--- config.mk ---
export PLATFORM = sky130hd
export DESIGN_NAME = data_break_unit
export DESIGN_NICKNAME = d
export VERILOG_FILES = /design/src/rtl/data_break_unit_pkg.sv /design/src/rtl/data_break_unit_wait_timer.sv /design/src/rtl/data_break_unit.sv
export SDC_FILE = /design/constraint.sdc
export NUM_CORES = 1
export LEC_CHECK = 0
export ABC_CLOCK_PERIOD_IN_PS = 2130
export BUFFER_PORTS_ARGS = -buffer_cell sky130_fd_sc_hd__buf_2
export CAP_MARGIN = 10
export CORE_ASPECT_RATIO = 0.8
export CORE_MARGIN = 8
export CORE_UTILIZATION = 30
export CTS_CLUSTER_SIZE = 8
export DETAILED_ROUTE_END_ITERATION = 8
export GPL_TIMING_DRIVEN = 0
export HOLD_SLACK_MARGIN = 0.1
export RECOVER_POWER = 25
export SLEW_MARGIN = 30
export SYNTH_ARGS = -nofsm -noshare
export SYNTH_HDL_FRONTEND = slang
export SYNTH_SLANG_ARGS = --single-unit
--- constraint.sdc ---
create_clock -name clk -period 2.13 [get_ports clk]
set_clock_uncertainty 0.15 [all_clocks]
set_input_delay 0.426 -clock clk [delete_from_list [all_inputs] [get_ports clk]]
set_output_delay 0.426 -clock clk [all_outputs]
set_load 0.02 [all_outputs]
--- src/rtl/data_break_unit_pkg.sv ---
// Shared types for the data-break responder: major-state codes and the
// default request wait limit.
package break_types;

  localparam int unsigned MAX_WAIT_DEFAULT = 64;

  // Codes shared with the CPU major-state sequencer so `state` can be compared
  // directly against the controller's DB1 test.
  typedef enum logic [4:0] {
    ST_IDLE = 5'd0,
    ST_DB0  = 5'd8,
    ST_DB1  = 5'd9,
    ST_DB2  = 5'd10
  } major_state_e;

endpackage

--- src/rtl/data_break_unit_wait_timer.sv ---
// Saturating count of cycles a break request waits in IDLE without a grant;
// raises a sticky late flag when the count reaches MAX_WAIT.
module break_wait_timer
  import break_types::*;
#(
  parameter int unsigned MAX_WAIT = MAX_WAIT_DEFAULT
) (
  input  logic clk,
  input  logic reset,
  input  logic clear_i,
  input  logic req_i,
  input  logic idle_i,
  input  logic grant_i,
  output logic late_o
);

  localparam int unsigned CW = $clog2(MAX_WAIT + 1);
  localparam logic [CW-1:0] CNT_MAX = CW'(MAX_WAIT);

  logic [CW-1:0] cnt_q, cnt_d;
  logic          late_q, late_d;

  always_comb begin
    cnt_d  = cnt_q;
    late_d = late_q;
    if (!req_i || grant_i) begin
      cnt_d = '0;
    end else if (idle_i && (cnt_q != CNT_MAX)) begin
      cnt_d = cnt_q + CW'(1);
    end
    // Only the arrival at the limit sets the flag, so a clear while the
    // request is still stuck at saturation is not immediately undone.
    if ((cnt_q != CNT_MAX) && (cnt_d == CNT_MAX)) begin
      late_d = 1'b1;
    end
    if (clear_i) begin
      late_d = 1'b0;
    end
  end

  always_ff @(posedge clk) begin
    if (reset) begin
      cnt_q  <= '0;
      late_q <= 1'b0;
    end else begin
      cnt_q  <= cnt_d;
      late_q <= late_d;
    end
  end

  assign late_o = late_q;

endmodule

--- src/rtl/data_break_unit.sv ---
// CPU-side data-break responder: grants peripheral DMA requests at CPU
// major-cycle boundaries and steals one memory cycle through DB0/DB1/DB2.
module data_break_unit
  import break_types::*;
#(
  parameter int unsigned MAX_WAIT = MAX_WAIT_DEFAULT
) (
  input  logic        clk,
  input  logic        reset,
  input  logic        clear,
  input  logic        data_break,
  input  logic        to_disk,
  input  logic [0:14] dmaAddr,
  input  logic [0:11] dmaDOUT,
  input  logic        cpu_boundary,
  input  logic [0:11] mem_rdata,
  output logic [0:11] dmaDIN,
  output logic        break_in_prog,
  output logic [4:0]  state,
  output logic        cpu_hold,
  output logic [0:14] mem_addr,
  output logic [0:11] mem_wdata,
  output logic        mem_re,
  output logic        mem_we,
  output logic        late,
  output logic [0:11] break_count
);

  major_state_e state_q, state_d;
  logic [0:14]  addr_q, addr_d;
  logic         rd_q, rd_d;
  logic [0:11]  wdat_q, wdat_d;
  logic [0:11]  din_q, din_d;
  logic [0:11]  count_q, count_d;
  logic         grant;

  assign grant = (state_q == ST_IDLE) && data_break && cpu_boundary;

  always_comb begin
    state_d = state_q;
    addr_d  = addr_q;
    rd_d    = rd_q;
    wdat_d  = wdat_q;
    din_d   = din_q;
    count_d = count_q;
    case (state_q)
      ST_IDLE: begin
        if (grant) begin
          state_d = ST_DB0;
          addr_d  = dmaAddr;
          rd_d    = to_disk;
          wdat_d  = dmaDOUT;
        end
      end
      ST_DB0: state_d = ST_DB1;
      ST_DB1: begin
        state_d = ST_DB2;
        if (rd_q) begin
          din_d = mem_rdata;
        end
      end
      ST_DB2: begin
        state_d = ST_IDLE;
        count_d = count_q + 12'd1;
      end
      default: state_d = ST_IDLE;
    endcase
    if (clear) begin
      count_d = '0;
    end
  end

  always_ff @(posedge clk) begin
    if (reset) begin
      state_q <= ST_IDLE;
      addr_q  <= '0;
      rd_q    <= 1'b0;
      wdat_q  <= '0;
      din_q   <= '0;
      count_q <= '0;
    end else begin
      state_q <= state_d;
      addr_q  <= addr_d;
      rd_q    <= rd_d;
      wdat_q  <= wdat_d;
      din_q   <= din_d;
      count_q <= count_d;
    end
  end

  break_wait_timer #(
    .MAX_WAIT (MAX_WAIT)
  ) u_wait_timer (
    .clk     (clk),
    .reset   (reset),
    .clear_i (clear),
    .req_i   (data_break),
    .idle_i  (state_q == ST_IDLE),
    .grant_i (grant),
    .late_o  (late)
  );

  // Reset gates the write strobe combinationally so a break aborted in DB1
  // never reaches memory.
  assign mem_we        = (state_q == ST_DB1) && !rd_q && !reset;
  assign mem_re        = (state_q == ST_DB0) && rd_q;
  assign mem_wdata     = mem_we ? wdat_q : '0;
  assign mem_addr      = (state_q != ST_IDLE) ? addr_q : '0;
  assign break_in_prog = (state_q != ST_IDLE);
  assign cpu_hold      = (state_q != ST_IDLE);
  assign state         = state_q;
  assign dmaDIN        = din_q;
  assign break_count   = count_q;

endmodule

=== Word level (Yosys, flattened, before mapping) ===
Cells that the tools add are included.

* Add/subtract/negate cells: 2
* $mul: 0
* Div/mod/pow operators: 0
* Order comparisons: 0
* Equal/unequal tests: 6
* Shift operators: 0
* Multiplexer cells: 6
* Bitwise gates (word level): 0
* Reductions and logical operators: 16

{| class="wikitable"
|+ Operators by type and width
! kind !! number
|-
| $eq 5x4->1 const B || 3
|-
| $mux 15 || 1
|-
| $pmux 5 s3 || 1
|-
| $mux 7 || 2
|-
| $add 12x1->12 const B || 1
|-
| $mux 12 || 1
|-
| $add 7x1->7 const B || 1
|-
| $eq 7x7->1 const B || 1
|-
| $logic_and 1x1->1 || 7
|-
| $ne 7x7->1 const B || 1
|-
| $logic_not 5->1 || 1
|-
| $mux 5 || 1
|-
| $reduce_bool 5->1 || 1
|-
| $reduce_and 2->1 || 2
|-
| $logic_not 1->1 || 3
|-
| $ne 2x2->1 const B || 1
|-
| $reduce_or 2->1 || 1
|-
| $logic_or 1x1->1 || 1
|}

* Register bits after elaboration: 65
* Bits in latches: 0
* Memory bits (writable): 0
* Memory bits (read-only): 0
* Input bits: 45
* Memories kept: 0

=== Longest topological paths before layout ===
Gate-level depths: netlist (run 1).

* Depth after elaboration: 7
* Mapped depth: 7

=== By module ===
From an unflattened synthesis (run 1), not the netlist that was laid out.

* Cell total of the unflattened synthesis: 362
* Area, all modules: 2965.3 um2

{| class="wikitable"
|+ By module, submodules not included
! module !! instances !! cells an instance !! area an instance (um2) !! sequential area each (um2)
|-
| data_break_unit || 1 || 303 || 2466.1 || 1101.1
|-
| break_wait_timer || 1 || 59 || 499.2 || 160.2
|}

=== Worst setup path before layout (run 1) ===
No wires, ideal clock.

* Path type: flip-flop to output port
* Start: register state_q[1] (netlist: state[1])
* End: output mem_addr[1] (netlist name)
* Data arrival time: 1.698 ns
* Required time: 1.554 ns
* Setup slack: -0.144 ns
* Stages on the path, launching flop included: 7
* Buffers on the path: 3
* Cell sequence: dfxtp_1 > buf_2 > nor3_4 > inv_2 > clkbuf_1 > clkbuf_1 > and2_1

* Longest elaborated chain between the ends: 2

{| class="wikitable"
|+ RTL lines
! what !! line !! RTL
|-
| start: declaration || data_break_unit.sv:29 || <nowiki>major_state_e state_q, state_d;</nowiki>
|-
| start signal: assignment || data_break_unit.sv:82 || <nowiki>state_q <= state_d;</nowiki>
|-
| $reduce_bool 5->1 || - ||
|-
| via break_in_prog || data_break_unit.sv:18 || <nowiki>output logic break_in_prog,</nowiki>
|-
| $mux 15 || data_break_unit.sv:108 || <nowiki>assign mem_addr = (state_q != ST_IDLE) ? addr_q : '0;</nowiki>
|-
| end: declaration || data_break_unit.sv:21 || <nowiki>output logic [0:14] mem_addr,</nowiki>
|}

The timed path passes the listed nets, and every way through them passes these cells.

=== Worst setup path after layout (run 1) ===
* Start: register state_q[1] (netlist: state[1])
* End: output mem_wdata[2] (netlist name)

* Longest elaborated chain between the ends: 4

{| class="wikitable"
|+ RTL lines
! what !! line !! RTL
|-
| $eq 5x4->1 || data_break_unit.sv:105 || <nowiki>assign mem_we = (state_q == ST_DB1) && !rd_q && !reset;</nowiki>
|-
| $logic_and 1x1->1 (2 in a row) || data_break_unit.sv:105 ||
|-
| $mux 12 || data_break_unit.sv:107 || <nowiki>assign mem_wdata = mem_we ? wdat_q : '0;</nowiki>
|-
| end: declaration || data_break_unit.sv:22 || <nowiki>output logic [0:11] mem_wdata,</nowiki>
|}

Every way passes these cells.

==> flow_summary.yaml, run 1 <==
yosys:
  synth_mux_area_share_pct: 0.7363
  syn-cell-area_um2: 2719
  synthTopCellsByArea: "dfxtp_1 (46%), nand2_1 (12%), a21oi_1 (8.1%)"
  synth_edf_count: 0
  netlist_instances: 342
  post-synth-top-count-cell: "nand2_1"
  synthTopCellsByCount: "nand2_1 (89), dfxtp_1 (63), a21oi_1 (44), and2_1 (28), nor2_1 (19)"
  synth_top_area_share_pct: 46.39
  ys.flop_type: "dfxtp_1"
  yosysSeqAreaShare_pct: 46.39
  synth_cell_types: 42
  synthAdderAreaFrac_pct: 1.381
  ys_seq_elements: 63
  synth_compound_gate_area_share_pct: 11.83
  synth_xor_area_share_pct: 4.188
  synth_top_family_by_area: "simple AND/OR/NAND/NOR gates"
  async_flop_share_pct: 0
  syn_area_per_cell_um2: 7.950
  ys_warn_count: 0
  synth_area_leader_cell: "dfxtp_1"
  synth_simple_gate_area_share_pct: 30.65
sta:
  finalMaxSlewViolations: 0
  setup_viol: 0
  fmax_ghz: 0.4716
  post-route-period-util_pct: 99.55
  hold_viol: 0
  min_period_ps: 2120
  timing.hold.ws_ps: 184.2
  rsz0062_at_grt: "true"
  timing.final.ws_setup_ps: 9.568
run_status:
  status: "completed"
routing:
  drc: 0
  firstDrtPassIters: 4
  avgRoutedWirePerCell_um: 13.51
  drt_iter0_markers: 72
  drt-total-wl_um: 7943
  vias_per_cell: 4.609
  ant_nets: 0
  vias: 2710
clocking:
  cts_buffers: 9
  hold_buffers: 0
  cts.sinks: 63
  clk_pin_slew_ps: 60
  clock_latency_ps: 320
  cts_max_path_buffers: 2
  htreeDepth: 3
  cts_root_buf: "clkbuf_16"
  cts_tree: "built"
critical_path:
  required_ps: 1550
  cp_max_fo: 8
  worstSetupPathType: "reg2out"
  critPathSlowestCell: "dfxtp_4"
  critPathArrivalTime_ps: 1540
  cp_top_family: "simple AND/OR/NAND/NOR gates"
  r2r_slack_ps: 70
  critPathLaunchType: "flop"
  critPathBufInv: 2
  reg2reg_to: "u_wait_timer.late_o$_SDFFE_PP0P_"
  slowest_delay_ps: 380
  reg2reg_from: "state[3]$_SDFFE_PP0P_"
  crit_path_end_kind: "output pin"
  rr_worst_depth: 7
  path_cells: "nor4_4, clkbuf_8, and2_4, buf_6"
floorplan:
  core_area_um2: 8921
  fp.dieH_um: 101.2
  io_pins: 106
  fp.dieArea_um2: 12380
  initial_core_util_pct: 30.48
  die_w_um: 122.4
  row_count: 31
cells_and_area:
  diodes: 0
  fill_cells: 899
  utilization_pct: 45.32
  layout.nets: 516
  area_delta_synth_final_pct: 48.69
  drive_gt1_share_pct: 34.25
placement:
  dp_hpwl_um: 5640
  place_ws_ps: -232.1
  portBuffers: 102
  gp_congestion: 0.7699
power_and_ir_drop:
  p_leak_nw: 1.668
  ir_worst_vdd_mv: 0.4292
  total_power_w: 0.002828
  power.density_nw_per_um2: 699.7
grt:
  grt_pass1_wl_um: 13120
  antenna_found_initial: 0
  grt_pass1_vias: 2716
  overflow: 0
  grtUsageTotal_pct: 13.17
  grt_max_degree: 13
run:
  max-cap-violations: 0
hold_path:
  min_to: "dmaDIN[0]$_SDFFE_PP0P_"
  hold_depth: 3
  min_path_type: "in2reg"
  hp-start: "mem_rdata[0]"
[layout by cell type, fill, tap and decap left out, types with 4 or more instances in the layout]
cell type / Yosys / routed
clkbuf_16: 0 / 9
a21oi_1: 44 / 44
buf_2: 6 / 61
clkbuf_1: 15 / 30
nor3_1: 6 / 6
and2_4: 0 / 27
buf_4: 3 / 15
dfxtp_1: 63 / 59
xor2_1: 7 / 7
nor2_1: 19 / 19
inv_1: 4 / 4
nand2_1: 89 / 88
buf_6: 0 / 29
nand3_1: 6 / 5
xnor2_1: 6 / 6
clkinvlp_4: 0 / 4
and3_1: 5 / 5
[repair_timing]
item / 4_1_cts / 5_1_grt
gates cloned: 2 / 0
pin swaps: 15 / 4
hold endpoints to repair: 0 / 0
resized for setup: 92 / 16
endpoints found under the setup margin: 30 / 49
buffers inserted: 8 / 4
[per-layer routing]
layer / vias up / track usage [%] / wire [um]
met4: 0 / 5.047 / 82
li1: 1383 / - / -
met5: - / 0 / 0
met1: 1262 / 15.27 / 3526
met3: 5 / 4.568 / 439
met2: 60 / 21.98 / 3894
[registers in the layout (all words and copies together), names as in the netlist]
register             cells
u_wait_timer.late_o      1
addr_q                  15
rd_q                     1
wdat_q                  12
break_count             12
dmaDIN                  12
u_wait_timer.cnt_q       7
state                    3
[cells by family (layout without fill, tap and decap cells)]
kind of cell	after synthesis	count (layout)
DFF	63	63
adders and majority gates	3	3
xor gates and xnor gates	13	13
muxes	2	2
other	1	2
buffers and inverters	29	159
AOI/OAI and AO/OA	57	57
and+or+nand+nor	174	174
[area by class of cell]
| type | count | area (um^2) | share of cell area [%] |
|---|---|---|---|
| Multi-Input combinational cell | 251 | 1429 | 35.35 |
| Sequential cell | 63 | 1274 | 31.51 |
| Inverter | 5 | 21.27 | 0.5262 |
| Timing Repair Buffer | 116 | 777.0 | 19.22 |
| Buffer | 22 | 123.9 | 3.064 |
| Clock buffer | 9 | 225.2 | 5.571 |
| Clock inverter | 7 | 48.80 | 1.207 |
| Tap cell | 115 | 143.9 | 3.559 |
[metrics by stage]
stage | setup TNS [ps] | area, um^2 | std cells
floorplan | 0 | 2725 | 343
detailed placement | -3375 | 3379 | 560
global route | -562.5 | 4043 | 588
CTS | -709.2 | 4010 | 585
finish | 0 | 4043 | 588
global placement | -3003 | 3379 | 560
[power by group]
group | switching (W) | leakage (nW) | internal, W
clock network | 0.000536 | 0.124 | 0.000785
registers | 0.0000197 | 0.513 | 0.00121
logic | 0.000152 | 1.03 | 0.000128
total | 0.000708 | 1.67 | 0.00212
[worst max-delay path by stage]
stage	start	to	cells after the start
2_1_floorplan	state[1]$_SDFFE_PP0P_	mem_addr[1]	6
3_3_place_gp	state[0]$_SDFFE_PP0P_	mem_wdata[6]	5
3_5_place_dp	state[0]$_SDFFE_PP0P_	mem_wdata[3]	5
4_1_cts	state[0]$_SDFFE_PP0P_	mem_wdata[7]	5
5_1_grt	state[1]$_SDFFE_PP0P_	mem_wdata[3]	4
6_report	state[1]$_SDFFE_PP0P_	mem_wdata[2]	4
[worst min-delay path, cell delays in order]
cell and delay [ps]:
buf_2 90, nand2_1 40, a21oi_1 50
Note: power is estimated with default switching activity, not from simulation.
==> run 2, diff against run 1 <==
BUFFER_PORTS_ARGS = not set   (was -buffer_cell sky130_fd_sc_hd__buf_2)
DONT_BUFFER_PORTS = 1   (was not set)
SYNTH_HIERARCHICAL = 1   (was not set)
==> run 2 against run 1 <==
Against the previous run:
- the flow now finishes with violations (negative setup slack)
- sequential share of layout area down 0.089 points
- area after synthesis rose by 9.1%
- critical path depth unchanged
- clock power is 7% higher
- core utilization is 3.3 points lower
- fmax is 4.7% lower
- total power is 5.0% higher
- register-to-register slack lost 30 ps
- combinational power rose by 18%
- critical endpoint is now mem_addr[2]
- largest power group unchanged
==> flow_summary.yaml, run 2 <==
placement:
  gp_congestion: 0.7252
  dp_hpwl_um: 6190
  dpl_cell_area_um2: 3162
  portBuffers: 0
sta:
  min_period_ps: 2225
  setup_viol: 25
  timing.hold.ws_ps: 116.4
  fmax_ghz: 0.4495
  slew_headroom_pct: 64.54
  timing.final.ws_setup_ps: -94.66
  tightest_slew_ps: 531.8
  finalMaxSlewViolations: 0
  rsz0062_at_grt: "true"
  post-route-period-util_pct: 104.4
  hold_viol: 0
power_and_ir_drop:
  ir_worst_vdd_mv: 0.4158
  power.density_nw_per_um2: 732.9
  total_power_w: 0.002969
  p_leak_nw: 1.421
hold_path:
  hp-start: "mem_rdata[5]"
  min_to: "dmaDIN[5]$_SDFFE_PP0P_"
  hold_depth: 2
  min_path_type: "in2reg"
yosys:
  syn_area_per_cell_um2: 8.192
  synth_area_leader_cell: "dfxtp_1"
  synthTopCellsByCount: "dfxtp_1 (63), a21oi_1 (49), nand2_1 (36), nand3_1 (33), o21ai_0 (31)"
  synthTopCellsByArea: "dfxtp_1 (43%), a21oi_1 (8.3%), and2_1 (5.9%)"
  async_flop_share_pct: 0
  synth_edf_count: 0
  synth_top_area_share_pct: 42.53
  ys_seq_elements: 63
  post-synth-top-count-cell: "dfxtp_1"
  ys_warn_count: 6
  synth_cell_types: 45
  yosysSeqAreaShare_pct: 42.53
  syn-cell-area_um2: 2965
  netlist_instances: 362
  ys.flop_type: "dfxtp_1"
floorplan:
  die_w_um: 127.2
  io_pins: 106
  row_count: 32
  fp.dieH_um: 104.9
  fp.dieArea_um2: 13340
  core_area_um2: 9649
  initial_core_util_pct: 30.73
run_status:
  status: "finished with violations"
  violations: "negative setup slack"
cells_and_area:
  mostFrequentLayoutCell: "dfxtp_1"
  drive_gt1_share_pct: 20.33
  layout_common_cells: "dfxtp_1 (60), a21oi_1 (49), dlygate4sd3_1 (36)"
  diodes: 0
  multi_input_area_um2: 1578
  top_register: "addr_q"
  final_area_um2: 4050
  layout.nets: 467
  largest_register_ffs: 15
  fill_cells: 963
  area_delta_synth_final_pct: 36.58
  register_area_um2: 1272
grt:
  grtUsageTotal_pct: 13.29
  top_usage_layer: "met2"
  grt_pass1_wl_um: 14220
  antenna_found_initial: 0
  use_met2_pct: 21.00
  overflow: 0
  grt_max_degree: 16
  grtUsageMet3_pct: 5.841
  grt_pass1_vias: 2691
  met1_usage_pct: 15.77
routing:
  ant_nets: 0
  drc: 0
  drt_iter0_markers: 138
  firstDrtPassIters: 4
  avgRoutedWirePerCell_um: 15.73
  drt-total-wl_um: 8794
  vias_per_cell: 4.996
  vias: 2793
critical_path:
  required_ps: 1550
  crit_path_end_kind: "output pin"
  reg2reg_from: "state[1]$_SDFFE_PP0P_"
  critPathArrivalTime_ps: 1650
  reg2reg_to: "u_wait_timer/late_o$_SDFFE_PP0P_"
  worstSetupPathType: "reg2out"
  cp_max_fo: 11
  rr_worst_depth: 8
  critPathLaunchType: "flop"
  r2r_slack_ps: 40
clocking:
  cts_root_buf: "clkbuf_16"
  clk_pin_slew_ps: 50
  cts_buffers: 9
  cts.sinks: 63
  cts_max_path_buffers: 2
  clock_latency_ps: 320
  htreeDepth: 3
  cts_tree: "built"
run:
  max-cap-violations: 0
-- run 2: stage by stage --
stage	utilization (%)	setup slack, ps	TNS [ps]	cells
after global routing	41.97	-153.7	-3305	559
final	41.97	-94.66	-1658	559
after CTS	41.38	-129.3	-2783	556
after detailed placement	32.77	-370.0	-3617	499
after floorplan	-	-5.177	-5.177	363
after global placement	32.77	-304.5	-3046	499
-- run 2: kinds of logic after synthesis --
logic type      Yosys count  share of synthesized area (%)
simple gates            151                          27.89
compound gates           90                          16.20
flops                    63                          42.53
buf+inv                  43                          8.481
mux                       6                          2.025
xor+xnor                  5                          1.477
fa+ha+maj                 3                          1.266
other cells               1                         0.1265
-- run 2: how the worst max path moves through the flow --
stage,endpoint,startpoint,slack (ps),depth (start not counted)
3_3_place_gp,mem_wdata[1],state[1]$_SDFFE_PP0P_,-300,4
4_1_cts,mem_wdata[5],state[3]$_SDFFE_PP0P_,-130,5
5_1_grt,mem_wdata[5],state[1]$_SDFFE_PP0P_,-150,4
2_1_floorplan,u_wait_timer/late_o$_SDFFE_PP0P_,state[0]$_SDFFE_PP0P_,-5,9
3_5_place_dp,mem_wdata[5],state[0]$_SDFFE_PP0P_,-370,5
6_report,mem_addr[2],state[3]$_SDFFE_PP0P_,-90,4
-- run 2: worst max-delay path: stages (launching register included) --
cell,delay (ps)
dfxtp_4,370
buf_6,130
or3_4,430
clkbuf_16,200
and2_4,190
-- run 2: area by class of cell --
type / instances / area share (%)
tap: 136 / 4.201
multi-input combinational: 257 / 38.96
timing repair buffer: 47 / 10.84
inverter: 8 / 0.8032
sequential: 63 / 31.42
clock inverter: 1 / 0.7414
clock buffer: 14 / 6.271
buffer: 33 / 6.766
-- run 2: report_power, final --
| group | total [W] | switching (W) | internal [W] |
|---|---|---|---|
| registers | 0.00123 | 0.0000215 | 0.00121 |
| clock network | 0.00141 | 0.000476 | 0.000931 |
| logic | 0.000331 | 0.000170 | 0.000161 |
| total | 0.00297 | 0.000667 | 0.00230 |
-- run 2: timing repair --
action,in CTS,in global routing
gates resized for setup,67,12
hold endpoints to repair,36,0
hold buffers,36,0
pin swaps,14,8
endpoints found under the setup margin,38,37
gates cloned,1,0
setup buffers,6,4
-- run 2: layer usage --
layer | vias to the layer above | share of wire, %
met2 | 96 | 47
met5 | - | 0
met4 | 0 | 1.6
met1 | 1313 | 43
met3 | 11 | 8.5
li1 | 1373 | -
==> run 3, diff against run 2 <==
CORE_MARGIN = 2   (was 8)
==> run 3 against run 2 <==
Against the previous run:
- clock power about the same
- via count decreased by 0.18%
- combinational power increased by 2%
- sequential power about the same
- worst hold slack got worse by 6.7 ps
- highest routed layer unchanged
- non-clock buffer count increased by 2
- final cell count decreased by 2.5%
- the flow still finishes with violations (negative setup slack)
- die area decreased by 20%
- wire length decreased by 3.9%
==> flow_summary.yaml, run 3 (same netlist as run 2, synthesis figures left out) <==
run_status:
  status: "finished with violations"
  violations: "negative setup slack"
critical_path:
  reg2reg_to: "u_wait_timer/late_o$_SDFFE_PP0P_"
  rr_worst_depth: 8
  worstSetupPathType: "reg2out"
  r2r_slack_ps: -30
  cp_max_fo: 7
  critPathArrivalTime_ps: 1670
  critPathLaunchType: "flop"
  required_ps: 1550
  reg2reg_from: "state[0]$_SDFFE_PP0P_"
  crit_path_end_kind: "output pin"
clocking:
  cts_tree: "built"
  cts.sinks: 63
  clock_latency_ps: 330
  cts_buffers: 9
  htreeDepth: 3
  cts_root_buf: "clkbuf_16"
  clk_pin_slew_ps: 50
  cts_max_path_buffers: 2
grt:
  antenna_found_initial: 0
  grt_pass1_wl_um: 13280
  grt_max_degree: 17
  grtUsageTotal_pct: 15.96
  grt_pass1_vias: 2755
  overflow: 0
sta:
  timing.final.ws_setup_ps: -119.8
  min_period_ps: 2250
  fmax_ghz: 0.4445
  tightest_slew_ps: 750.5
  rsz0062_at_grt: "true"
  slew_headroom_pct: 49.58
  post-route-period-util_pct: 105.6
  hold_viol: 0
  finalMaxSlewViolations: 0
  setup_viol: 23
cells_and_area:
  largest_register_ffs: 15
  mostFrequentLayoutCell: "dfxtp_1"
  drive_gt1_share_pct: 20.66
  area_delta_synth_final_pct: 36.20
  top_register: "addr_q"
  layout_common_cells: "dfxtp_1 (60), a21oi_1 (49), dlygate4sd3_1 (37)"
  fill_cells: 939
  layout.nets: 469
  fin_cells: 545
  diodes: 0
routing:
  ant_nets: 0
  vias: 2788
  drc: 0
  avgRoutedWirePerCell_um: 15.51
  drt-total-wl_um: 8453
  vias_per_cell: 5.116
  drt_iter0_markers: 117
  firstDrtPassIters: 7
power_and_ir_drop:
  total_power_w: 0.002993
  ir_worst_vdd_mv: 0.4260
  power.density_nw_per_um2: 741.0
  p_leak_nw: 1.425
placement:
  portBuffers: 0
  placedCellCount: 482
  dp_hpwl_um: 5551
  gp_congestion: 0.7462
floorplan:
  initial_core_util_pct: 30.86
  row_count: 32
  die_w_um: 115.2
  io_pins: 106
  fp.dieH_um: 92.93
  fp.dieArea_um2: 10700
  core_area_um2: 9609
hold_path:
  hold_depth: 2
  min_to: "wdat_q[7]$_SDFFE_PP0P_"
  hp-start: "dmaDOUT[7]"
  min_path_type: "in2reg"
run:
  max-cap-violations: 0
## run 3: cell types whose count changed in the layout (fill, tap and decap cells not counted), moves of 2 or more
| cell | previous run | this run |
|---|---|---|
| clkbuf_1 | 20 | 17 |
| clkbuf_8 | 3 | 6 |
| nor3_1 | 3 | 6 |
| nor3_2 | 3 | 1 |
## run 3: layout make-up
class,instances,area [um^2],share of cell area (%)
Buffer,32,262.8,6.506
Clock buffer,14,284.0,7.032
Clock inverter,2,12.51,0.3098
Inverter,8,35.03,0.8674
Multi-Input combinational cell,257,1553,38.44
Sequential cell,63,1272,31.51
Tap cell,119,148.9,3.687
Timing Repair Buffer,50,470.5,11.65
## run 3: what timing repair did
action	in CTS	in global routing
setup buffers	7	4
pin swaps	16	4
hold endpoints to repair	37	0
setup endpoints to repair	35	33
resized for setup	69	5
gates cloned	2	0
hold buffers	37	0
## run 3: per-stage QoR
step	setup TNS (ps)	utilization [%]	setup slack [ps]	cell area, um^2	hold WS [ps]
after global routing	-3778	42.03	-171.2	4039	107.4
after global placement	-2666	32.68	-258.6	3141	306.8
after floorplan	-5.177	-	-5.177	2992	298.7
after CTS	-2284	41.64	-125.1	4001	102.1
final	-1858	42.03	-119.8	4039	109.8
after detailed placement	-3024	32.68	-297.5	3141	313.0
## run 3: per-layer routing
layer  track usage, %  up-vias  part of all wire, %  routed length (um)
li1                 -     1381                    -                   -
met1            18.07     1320                   44                3728
met2            27.40       80                   48                4096
met3            6.348        7                  6.4                 537
met4            5.120        0                  1.1                  91
met5                0        -                    0                   0
## run 3: worst max-delay path: stages (launching register included)
cell,delay (ps)
dfxtp_4,370
buf_6,130
or3_4,460
clkbuf_16,200
and2_4,180
## run 3: worst max path at each step
stage	from	endpoint	depth (start not counted)
2_1_floorplan	state[0]$_SDFFE_PP0P_	u_wait_timer/late_o$_SDFFE_PP0P_	9
3_3_place_gp	state[1]$_SDFFE_PP0P_	mem_wdata[4]	4
3_5_place_dp	state[1]$_SDFFE_PP0P_	mem_wdata[2]	4
4_1_cts	state[3]$_SDFFE_PP0P_	mem_addr[1]	4
5_1_grt	state[3]$_SDFFE_PP0P_	mem_addr[1]	4
6_report	state[3]$_SDFFE_PP0P_	mem_addr[1]	4
## run 3: power breakdown
| part | leakage [nW] | switching, W | internal, W | total (W) |
|---|---|---|---|---|
| combinational | 0.767 | 0.000173 | 0.000163 | 0.000337 |
| clock | 0.145 | 0.000513 | 0.000913 | 0.00143 |
| sequential | 0.513 | 0.0000222 | 0.00121 | 0.00123 |
| total | 1.42 | 0.000709 | 0.00228 | 0.00299 |
